### config.mk
export PLATFORM = sky130hd
export DESIGN_NAME = riscv_alu
export DESIGN_NICKNAME = d
export VERILOG_FILES = /design/src/rtl/riscv_alu.sv
export SDC_FILE = /design/constraint.sdc
export NUM_CORES = 1
export LEC_CHECK = 0
export ABC_CLOCK_PERIOD_IN_PS = 7250
export BUFFER_PORTS_ARGS = -buffer_cell sky130_fd_sc_hd__buf_4
export CAP_MARGIN = 20
export CORE_ASPECT_RATIO = 0.7
export CORE_MARGIN = 5
export CORE_UTILIZATION = 51
export DETAILED_ROUTE_END_ITERATION = 10
export PLACE_DENSITY_LB_ADDON = 0.05
export SYNTH_ARGS = -nofsm -noshare
export SYNTH_HDL_FRONTEND = slang
export SYNTH_SLANG_ARGS = --single-unit
### constraint.sdc
create_clock -name clk_i -period 7.25 [get_ports clk_i]
set_input_delay 1.45 -clock clk_i [delete_from_list [all_inputs] [get_ports clk_i]]
set_output_delay 1.45 -clock clk_i [all_outputs]
set_load 0.01 [all_outputs]
### src/rtl/riscv_alu.sv
// ---------------------------------------------------------------------------
// riscv_alu
//
// Integer ALU for the RV32I execute stage. It produces the arithmetic, logic
// and shift result, along with the branch-compare flag, from two 32-bit
// operands and a 5-bit opcode.
//
// Result and Flag are purely combinational, so execute and branch logic can
// use them in the same cycle. Registered copies (Result_q / Flag_q) are taken
// on every rising clock edge and feed pipeline and debug consumers.
//
// Ports
//   clk_i     in   1   clock, rising edge active
//   rst_ni    in   1   asynchronous active-low reset (registered outputs only)
//   A         in   32  operand A
//   B         in   32  operand B; B[4:0] is the shift amount for shift ops
//   ALUOp     in   5   operation code
//   Result    out  32  combinational result
//   Flag      out  1   combinational compare flag
//   Result_q  out  32  Result delayed by one clock
//   Flag_q    out  1   Flag delayed by one clock
// ---------------------------------------------------------------------------
module riscv_alu (
  input  logic        clk_i,
  input  logic        rst_ni,
  input  logic [31:0] A,
  input  logic [31:0] B,
  input  logic [4:0]  ALUOp,
  output logic [31:0] Result,
  output logic        Flag,
  output logic [31:0] Result_q,
  output logic        Flag_q
);

  // Operation encoding. Codes with bits [4:3] == 2'b11 are the branch compares.
  typedef enum logic [4:0] {
    OP_ADD  = 5'b00000,
    OP_SLL  = 5'b00001,
    OP_SLTS = 5'b00010,
    OP_SLTU = 5'b00011,
    OP_XOR  = 5'b00100,
    OP_SRL  = 5'b00101,
    OP_OR   = 5'b00110,
    OP_AND  = 5'b00111,
    OP_SUB  = 5'b01000,
    OP_SRA  = 5'b01101,
    OP_EQ   = 5'b11000,
    OP_NE   = 5'b11001,
    OP_LTS  = 5'b11100,
    OP_GES  = 5'b11101,
    OP_LTU  = 5'b11110,
    OP_GEU  = 5'b11111
  } aluOp_e;

  logic [4:0]  w_shamt;
  logic        w_eq;
  logic        w_lts;
  logic        w_ltu;
  logic        w_flag;
  logic [31:0] w_result;

  // Only the low five bits of B set the shift distance; the upper bits are
  // ignored, matching the RV32I shift semantics.
  assign w_shamt = B[4:0];

  // These shared comparators serve both the SLT-style results and the branch
  // flags, so each comparison is built only once.
  assign w_eq  = (A == B);
  assign w_lts = ($signed(A) < $signed(B));
  assign w_ltu = (A < B);

  // Main operation decode. Defaults come first, so any unlisted opcode
  // returns zero on both outputs and no X can leak onto the datapath.
  always_comb begin
    w_result = 32'd0;
    w_flag   = 1'b0;
    case (ALUOp)
      OP_ADD:  w_result = A + B;
      OP_SUB:  w_result = A - B;
      OP_SLL:  w_result = A << w_shamt;
      OP_SRL:  w_result = A >> w_shamt;
      OP_SRA:  w_result = $unsigned($signed(A) >>> w_shamt);
      OP_SLTS: w_result = {31'd0, w_lts};
      OP_SLTU: w_result = {31'd0, w_ltu};
      OP_XOR:  w_result = A ^ B;
      OP_OR:   w_result = A | B;
      OP_AND:  w_result = A & B;
      OP_EQ:   w_flag   = w_eq;
      OP_NE:   w_flag   = ~w_eq;
      OP_LTS:  w_flag   = w_lts;
      OP_GES:  w_flag   = ~w_lts;
      OP_LTU:  w_flag   = w_ltu;
      OP_GEU:  w_flag   = ~w_ltu;
      default: begin
        w_result = 32'd0;
        w_flag   = 1'b0;
      end
    endcase
    // A compare opcode also reports its flag as a 0/1 result word.
    if (ALUOp[4:3] == 2'b11) begin
      w_result = {31'd0, w_flag};
    end
  end

  assign Result = w_result;
  assign Flag   = w_flag;

  // Registered copies have no enable and capture every edge. Reset clears
  // them at once and holds them at zero; the combinational path keeps
  // tracking its inputs throughout.
  always_ff @(posedge clk_i or negedge rst_ni) begin
    if (!rst_ni) begin
      Result_q <= 32'd0;
      Flag_q   <= 1'b0;
    end else begin
      Result_q <= w_result;
      Flag_q   <= w_flag;
    end
  end

endmodule

==> impl_metrics.py <==
metrics = {
    "synthesis": {
        "synth.distinct_cells": 85,
        "synthCells": 1326,
        "ys_seq_area_share_pct": 8.53,
        "synth_seq_cells": 33,
        "synth_warnings": 0,
        "synth_async_sr_flop_share_pct": 100,
        "synth_area_per_cell_um2": 7.30,
        "synth_edf_count": 0,
        "ys.flop_type": "dfrtp_1",
        "netlist_area_mm2": 0.00968,
        "synth_nets": 1500,
    },
    "routing": {
        "dr_total_vias": 11488,
        "routed_via_density": 7.04,
        "firstDrtPassIters": 6,
        "wl_per_cell_um": 26.9,
        "ant_nets": 0,
        "drc_errors": 0,
        "wl_mm": 43.8,
        "drtIter0Drc": 2174,
    },
    "setup_path": {
        "crit_slowest_cell": "nor4_1",
        "max_stage_delay_ns": 0.63,
        "critical_path.top_delay_family": "compound AO/OA/AOI/OAI gates",
        "crit_top_cell": "buf_4",
        "critPathBufInv": 3,
        "start_kind": "primary input",
        "critPathKind": "in -> out",
        "end_kind": "output port",
        "path_max_fanout": 11,
        "required_ns": 5.80,
        "cp_data_arrival_time_ns": 4.93,
        "path_cells": "buf_4 -> inv_1 -> ha_1 -> nor4_1 -> nand2_1 -> a2111oi_2 -> or3_1 -> a311oi_1 -> o21bai_1 -> a221oi_1 -> o221ai_1 -> buf_4",
    },
    "pwr": {
        "vdd_drop_max_mv": 0.0789,
        "power.leakage_nw": 4.78,
        "p_per_area_mw_per_mm2": 118,
    },
    "sta": {
        "slew_headroom_pct": 27.4,
        "rsz0062_at_grt": "no",
        "finalCritPeriodShare_pct": 88.1,
        "maxSlewViolCount": 0,
        "worst-slew-pin-transition_ns": 1.09,
        "tns_ns": 0,
        "max_freq_ghz": 0.157,
        "period_needed_ns": 6.38,
        "setup_viol": 0,
        "hold_viol": 0,
    },
    "clock_network": {
        "post_cts_buffers": 0,
        "clkSinkCount": 33,
        "cts_root_buf": "clkbuf_16",
        "postCtsHoldBufs": 0,
        "cts_buffers": 5,
        "clk_pin_slew_ns": 0.07,
        "htree_levels": 2,
        "clockBufferDepth": 2,
        "cts_resized": 0,
        "cts_tree": "yes",
    },
    "die": {
        "top_level_ports": 137,
        "core_mm2": 0.0188,
        "start_util_pct": 51.6,
        "die_x_um": 175,
        "die_h_um": 125,
        "rows": 42,
        "dieArea_mm2": 0.0219,
    },
    "hold_path": {
        "hold_path_class": "in -> async",
    },
    "global_routing": {
        "grt_pass1_vias": 10163,
        "grt_start_max_net_pins": 67,
        "grt_first_pass_wirelength_mm": 64.8,
        "track_usage_pct": 38.0,
        "grt-ovfl-total": 0,
        "antenna_found_initial": 1,
    },
    "run": {
        "cap_violations": 0,
    },
    "placed_design": {
        "post_dp_cell_area_mm2": 0.0107,
        "io_buffers": 136,
        "hpwl_mm": 34.1,
        "gp_congestion": 1.04,
        "place_inst": 1623,
    },
    "final_layout": {
        "syn_to_final_growth_pct": 12.2,
        "fin_area_mm2": 0.0109,
        "nNetsFinal": 1562,
        "drive_above_1_share_pct": 18.6,
        "fin_cells": 1632,
        "utilization_pct": 57.9,
    },
    "outcome": {
        "status": "complete, no violations",
    },
}
==> sequential cells by signal, summed over array words and instances, names as in the netlist <==
register and flops:
Result_q 32, Flag_q 1
==> report_power, final <==
group          total (mW)  internal [mW]  switching (mW)
sequential          0.216          0.208         0.00823
clock               0.237          0.135           0.102
combinational       0.825          0.316           0.509
==> layout by cell type, fill, tap and decap left out, drive strengths merged, types with 9 or more instances in the layout <==
cell	Yosys	layout
o221ai	10	10
dfrtp	33	33
a21oi	110	110
a221oi	19	19
mux4	47	47
a21o	19	19
or3	11	11
o21ai	111	111
and2	10	10
nand2	103	103
mux2	17	17
mux2i	37	37
o31ai	13	13
a31oi	11	11
and3	9	9
a22oi	12	12
ha	101	101
nand2b	10	10
nand4	10	10
nor3	29	29
inv	96	96
o22ai	17	17
buf	40	158
or2	14	14
nor2	166	166
a211oi	24	24
nand3	24	24
o211ai	30	30
nor2b	9	9
o21bai	12	12
==> Yosys cell counts (all sizes together), types with 6 or more instances <==
cell type	n	area, um2
inv	96	360
a21o	19	143
a31oi	11	68.8
o21bai	12	90.1
mux4	47	1070
a2111oi	7	86.3
clkbuf	63	236
mux2	17	191
nor2b	9	56.3
and2	10	62.6
o22ai	17	106
o221ai	10	93.8
nor4	7	43.8
nand2b	10	62.6
mux2i	37	370
or2	14	87.6
or3	11	68.8
xnor2	6	52.6
a22o	7	61.3
a22oi	12	90.1
a211o	7	61.3
a211oi	24	190
nand2	103	387
nor2	166	623
nor3	29	145
and3	9	56.3
o211ai	30	225
o21ai	111	559
nand4	10	62.6
o2111ai	7	61.3
nand3	24	120
buf	40	240
ha	101	1260
o31ai	13	97.6
dfrtp	33	826
a21oi	110	554
a221oi	19	166
==> path summary, 6_finish.rpt <==
path	from	to	slack, ns	cells after the start
worst max-delay path	A[11]	Result[20]	0.87	12
worst min-delay path	rst_ni	Result_q[31]	1.12	1
min in group clk_i	ALUOp[4]	Flag_q	1.62	4
max in group asynchronous	rst_ni	Result_q[0]	5.76	1
==> cells by family after synthesis <==
logic type | Yosys count | synth area share (%)
xor gates and xnor gates | 7 | 0.633
DFF | 33 | 8.53
muxes | 101 | 16.9
adders and majority gates | 103 | 13.5
and+or+nand+nor | 416 | 19.5
buffers and inverters | 201 | 8.72
AOI/OAI and AO/OA | 465 | 32.3
==> cell type report <==
| cell class | count | area [um2] |
|---|---|---|
| Antenna cell | 2 | 5.00 |
| Clock buffer | 6 | 139 |
| Clock inverter | 1 | 7.51 |
| Fill cell | 1812 | 7900 |
| Inverter | 98 | 368 |
| Multi-Input combinational cell | 1092 | 8020 |
| Sequential cell | 33 | 826 |
| Tap cell | 242 | 303 |
| Timing Repair Buffer | 158 | 1200 |
==> layer usage <==
metal	vias to the layer above	track usage (%)	wire length, um
met3	109	13.7	6880
met5	-	0	13
met4	2	8.91	1320
met1	5365	56.2	18400
met2	964	52.4	17200
li1	5048	-	-
==> stage by stage <==
| stage | total power [mW] | setup WS (ns) | hold slack (ns) |
|---|---|---|---|
| after floorplan | 0.707 | 0.877 | 1.15 |
| after global placement | 1.01 | 1.05 | 1.45 |
| after detailed placement | 1.01 | 1.04 | 1.46 |
| after CTS | 1.25 | 1.02 | 1.15 |
| after global routing | 1.34 | 0.674 | 1.16 |
| final | 1.28 | 0.865 | 1.12 |
(Power assumes the default switching activity.)
